## src/rtl/fetch_controller.sv

```systemverilog
// Instruction-fetch sequencer: owns the PC, reads a zero-latency ROM, and fills the IF/ID register.
// Latency: first fetch valid on the second edge after reset release; one instruction per cycle after that; one bubble after a redirect.
// Backpressure: i_id_ready=0 holds the IF/ID register and the PC; a redirect flushes regardless of i_id_ready.
//
// Ports:
//   i_clk, i_rst_n                  clock, asynchronous active-low reset
//   o_imem_addr / i_imem_instr      ROM byte address (the PC) and its same-cycle read data
//   o_if_valid/o_if_pc/o_if_instr   IF/ID register, handed to decode when i_id_ready=1
//   i_id_ready                      decode accepts the IF/ID register this cycle
//   i_redirect, i_redirect_pc       taken branch/jump: flush and refetch from the target
//   o_halted                        fetch stopped (EBREAK, fault)
//   o_fault                         sticky: misaligned redirect or PC past the end of the ROM
//   o_fetch_count                   completed IF/ID handshakes, wraps at 2^32

module fetch_controller #(
  parameter logic [31:0] RESET_PC   = 32'h0000_0000,
  parameter int          IMEM_WORDS = 32
) (
  input  logic        i_clk,
  input  logic        i_rst_n,
  output logic [31:0] o_imem_addr,
  input  logic [31:0] i_imem_instr,
  input  logic        i_id_ready,
  input  logic        i_redirect,
  input  logic [31:0] i_redirect_pc,
  output logic        o_if_valid,
  output logic [31:0] o_if_pc,
  output logic [31:0] o_if_instr,
  output logic        o_halted,
  output logic        o_fault,
  output logic [31:0] o_fetch_count
);

  localparam logic [31:0] EBREAK     = 32'h0010_0073;
  // One extra bit so the word-index comparison cannot overflow for any IMEM_WORDS.
  localparam logic [30:0] WORD_LIMIT = 31'(IMEM_WORDS);

  typedef enum logic [1:0] {
    START = 2'd0,
    RUN   = 2'd1,
    HALT  = 2'd2
  } state_t;

  state_t      state_q,    state_d;
  logic [31:0] pc_q,       pc_d;
  logic        valid_q,    valid_d;
  logic [31:0] if_pc_q,    if_pc_d;
  logic [31:0] if_instr_q, if_instr_d;
  logic        fault_q,    fault_d;
  logic [31:0] count_q,    count_d;

  logic        accept;
  logic        load;
  logic        pc_out_of_range;
  logic        redirect_misaligned;

  // A handshake completes whenever something is held and decode takes it,
  // even on the edge where a redirect flushes that same instruction.
  assign accept              = valid_q & i_id_ready;
  assign load                = ~valid_q | i_id_ready;
  assign pc_out_of_range     = {1'b0, pc_q[31:2]} >= WORD_LIMIT;
  assign redirect_misaligned = i_redirect_pc[1:0] != 2'b00;

  always_ff @(posedge i_clk or negedge i_rst_n) begin
    if (!i_rst_n) begin
      state_q    <= START;
      pc_q       <= RESET_PC;
      valid_q    <= 1'b0;
      if_pc_q    <= 32'h0;
      if_instr_q <= 32'h0;
      fault_q    <= 1'b0;
      count_q    <= 32'h0;
    end else begin
      state_q    <= state_d;
      pc_q       <= pc_d;
      valid_q    <= valid_d;
      if_pc_q    <= if_pc_d;
      if_instr_q <= if_instr_d;
      fault_q    <= fault_d;
      count_q    <= count_d;
    end
  end

  always_comb begin
    state_d    = state_q;
    pc_d       = pc_q;
    valid_d    = valid_q;
    if_pc_d    = if_pc_q;
    if_instr_d = if_instr_q;
    fault_d    = fault_q;
    count_d    = accept ? count_q + 32'd1 : count_q;

    unique case (state_q)
      START: begin
        // Give the ROM one cycle to present the reset-PC word.
        state_d = RUN;
      end

      RUN, HALT: begin
        if (i_redirect) begin
          valid_d = 1'b0;
          if (redirect_misaligned) begin
            fault_d = 1'b1;
            state_d = HALT;
          end else begin
            pc_d    = i_redirect_pc;
            // A fault is terminal: redirects still flush but never restart fetch.
            state_d = fault_q ? HALT : RUN;
          end
        end else if (state_q == RUN) begin
          if (load) begin
            if (pc_out_of_range) begin
              valid_d = 1'b0;
              fault_d = 1'b1;
              state_d = HALT;
            end else begin
              if_pc_d    = pc_q;
              if_instr_d = i_imem_instr;
              valid_d    = 1'b1;
              pc_d       = pc_q + 32'd4;
              // EBREAK is still delivered to decode; only further fetches stop.
              if (i_imem_instr == EBREAK) begin
                state_d = HALT;
              end
            end
          end
        end else begin
          // HALT drains whatever is held, then sits empty.
          if (accept) begin
            valid_d = 1'b0;
          end
        end
      end

      default: begin
        state_d = START;
      end
    endcase
  end

  assign o_imem_addr   = pc_q;
  assign o_if_valid    = valid_q;
  assign o_if_pc       = if_pc_q;
  assign o_if_instr    = if_instr_q;
  assign o_halted      = state_q == HALT;
  assign o_fault       = fault_q;
  assign o_fetch_count = count_q;

endmodule

```

## config.mk

```make
export PLATFORM = sky130hd
export DESIGN_NAME = fetch_controller
export DESIGN_NICKNAME = d
export VERILOG_FILES = /design/src/rtl/fetch_controller.sv
export SDC_FILE = /design/constraint.sdc
export NUM_CORES = 1
export LEC_CHECK = 0
export ABC_AREA = 1
export CORE_UTILIZATION = 29
export DETAILED_ROUTE_END_ITERATION = 8
export HOLD_SLACK_MARGIN = 0.08
export SLEW_MARGIN = 15
export SYNTH_ARGS = -nofsm -noshare
export SYNTH_HDL_FRONTEND = slang
export SYNTH_SLANG_ARGS = --single-unit
```

## constraint.sdc

```tcl
create_clock -name i_clk -period 1.55 [get_ports i_clk]
set_input_delay 0.2325 -clock i_clk [delete_from_list [all_inputs] [get_ports i_clk]]
set_output_delay 0.2325 -clock i_clk [all_outputs]
set_load 0.01 [all_outputs]
```

==> results of run 1 <==
==> what timing repair did <==
action | 4_1_cts | 5_1_grt
hold endpoints to repair | 94 | 0
buffers inserted | 11 | 6
endpoints found under the setup margin | 229 | 114
hold buffers | 1 | 0
gates resized for setup | 164 | 119
cloned | 1 | 11
pin swaps | 3 | 9
==> layout by cell type, fill, tap and decap left out, drive strengths merged <==
| cell type | instances |
|---|---|
| o22ai | 1 |
| dlygate4sd3 | 1 |
| inv | 125 |
| nor3 | 11 |
| xnor2 | 10 |
| and3 | 1 |
| clkinv | 4 |
| diode | 1 |
| nand4 | 14 |
| clkdlybuf4s15 | 9 |
| dfrtp | 132 |
| nand2 | 389 |
| clkinvlp | 1 |
| buf | 136 |
| clkbuf | 25 |
| nor2 | 140 |
| clkdlybuf4s50 | 66 |
| o21ai | 66 |
| ha | 7 |
| xor2 | 18 |
| dlygate4sd2 | 121 |
| bufinv | 2 |
| nand3b | 2 |
| a21oi | 9 |
| nand3 | 35 |
| mux2i | 6 |
==> layout make-up <==
type                            instances  area share (%)
Antenna cell                            1          0.0215
Clock buffer                           18            3.69
Clock inverter                         14            1.41
Inverter                              118            3.81
Multi-Input combinational cell        709            31.4
Sequential cell                       132            28.6
Tap cell                              319            3.43
Timing Repair Buffer                  340            27.6
==> cells by family after synthesis <==
kind of cell / count (synthesis) / synth area share [%]
muxes: 6 / 0.844
DFF: 132 / 46.4
AOI/OAI and AO/OA: 76 / 5.89
buffers and inverters: 142 / 8.63
adders and majority gates: 7 / 1.23
xor gates and xnor gates: 28 / 3.45
and+or+nand+nor: 591 / 33.5
==> sequential cells by signal, summed over array words and instances, names as in the netlist <==
signal         count
o_imem_addr       32
o_if_instr        32
o_fault            1
o_fetch_count     32
o_if_valid         1
state_q            2
o_if_pc           32
==> metrics by stage <==
| step | std cells | setup WS (ns) | util (%) |
|---|---|---|---|
| 2_1_floorplan | 982 | -0.0430 | - |
| 3_3_place_gp | 1590 | -0.297 | 43.6 |
| 3_5_place_dp | 1590 | -0.289 | 43.6 |
| 4_1_cts | 1635 | -0.131 | 46.3 |
| 5_1_grt | 1651 | -0.294 | 48.9 |
| 6_report | 1651 | -0.227 | 48.9 |
==> cells in the mapped netlist (7+ instances only) <==
cell     number
nand2_1     388
o21ai_2      10
nand4_1      13
xor2_1       18
buf_6         9
nor3_1       11
o21ai_0      26
xnor2_1      10
ha_1          7
o21ai_1      30
dfrtp_1     132
inv_1       116
a21oi_1       9
nor2_1      132
nand3_1      32
==> path summary, 6_finish.rpt <==
check	endpoint	slack, ns	cells after the start
max	o_if_instr[10]$_DFFE_PN0P_	-0.23	11
min in group i_clk	o_if_instr[15]$_DFFE_PN0P_	0.37	3
max reg2reg	o_if_instr[10]$_DFFE_PN0P_	-0.23	11
min	o_imem_addr[25]$_DFFE_PN0P_	0.28	2
max in group asynchronous	o_fetch_count[15]$_DFFE_PN0P_	0.70	3
min reg2reg	o_if_pc[15]$_DFFE_PN0P_	0.47	2
==> report_power, final <==
part	switching [mW]	internal (mW)	leakage [nW]	total [mW]
sequential	0.452	4.09	1.74	4.54
clock	1.74	2.42	0.292	4.16
combinational	3.06	2.60	4.03	5.66
total	5.24	9.11	6.07	14.4
==> critical path, stage by stage, from the launching register on <==
cell,delay [ns]
dfrtp_2,0.41
nor2_2,0.13
nand2_2,0.07
nor2_4,0.13
nand3_2,0.10
nor2_4,0.15
buf_12,0.13
nand3_4,0.08
buf_12,0.17
clkbuf_16,0.17
nand2_1,0.05
o21ai_1,0.06
==> metal layers <==
metal	GRT usage, %	vias up	share of wire (%)
li1	-	3691	-
met1	21.9	3458	45
met2	31.0	168	49
met3	4.57	27	4.6
met4	5.95	0	1.8
met5	0	-	0
==> run metrics, run 1 <==
Peak Freq 563 MHz; #FFs+latches synth 132; Rows 56; core area 23,800 sq um; DR vias 7,344; fraction of layout cells with a size suffix above 1 24.7%; setup tns final -15.89 ns; minimum clock period 1.78 ns; DRC viols 0; Mapped Nets 1,057; top_reg_cell synth dfrtp_1; GRT Residual Overflow 0; Final ANT Viol Nets 0; clk root buf clkbuf_16; Placed Area 10,400 sq um; CTS Sinks 132; Max Clock Skew 0.0117 ns; max_cap viols 0; largest net degree at the start of global routing 45; Port-buffer cells 198; Die Wd 159 microns; post-detail-place hpwl 16,400 microns; worst-skew pair later-pin latency 0.43 ns; initial antenna violation count 1; number of flops mapped to enable cells by yosys 0; final setup vio count 96; hold crit path type in -> async; vias per cell 4.45; final wirelength 23,100 microns; final cycle utilization of the critical path 115%; Final Power 14.4 mW; Crit. Startpoint o_imem_addr[21]$_DFFE_PN0P_; 1st-iter DRT viols 243; Bufs on Longest Clock Path 2; Die ar. 25,200 sq um; Placer Congestion 0.891; Final Max Slew Viols 0; Static Leak 6.07 nW; CTS tree done; CP Capture Type register; Crit Path Class reg -> reg; initial core utilization 30.0%; register area share after synthesis 46.4%; Critical Path AT 2.09 ns; Total Routing Usage GR 18.1%; Peak supply drop 0.695 mV; failing checks setup timing; sequential cell area 3320 sq um; Worst-Margin Slew 0.389 ns; die height 159 microns; power density over cell area 1240 nW/um^2; design area 11,600 sq um; worst rel slew slack 74.1%; Fin Hold WS 0.281 ns; routed len/inst 14.0 microns; Synth Area per Inst 7.25 sq um; H-tree depth 4; Inserted Clock Buffers 17; area share of the largest cell type after synthesis 46.4%; Critical R2R Launch o_imem_addr[21]$_DFFE_PN0P_; Area Overhead vs Synth 63.3%; Yosys warnings 0; CP Launch Type register; filler cell count 2,382; synth top area cells dfrtp_1, nand2_1, nor2_1, inv_1, nand3_1; FFs w/ async S/R, synth 100%; clk slew on worst S/H paths 0.07 ns; # IOs 199; Yosys top cell by area dfrtp_1; DR pass1 iterations 5; first-pass GRT wire length 34,900 microns; final setup margin -0.227 ns; final hold violation count 0; status complete, but fails checks; Post-Syn Area 7120 sq um; Cells after Synth 982; Multi-input gate area 3650 sq um; Cell variety after synth 30; nets@finish 1,393; vias in the first global route 6,905; Crit Path Max Fanout 11; RSZ-0062 raised after global routing yes; WP data required 1.86 ns
Power figures use the tool's default switching activity.
==> inputs of run 2 (changes only) <==
ABC_CLOCK_PERIOD_IN_PS = 1550   (was default)
==> results of run 2 <==
The final DEF is identical to that of run 1; final timing and power are the same.
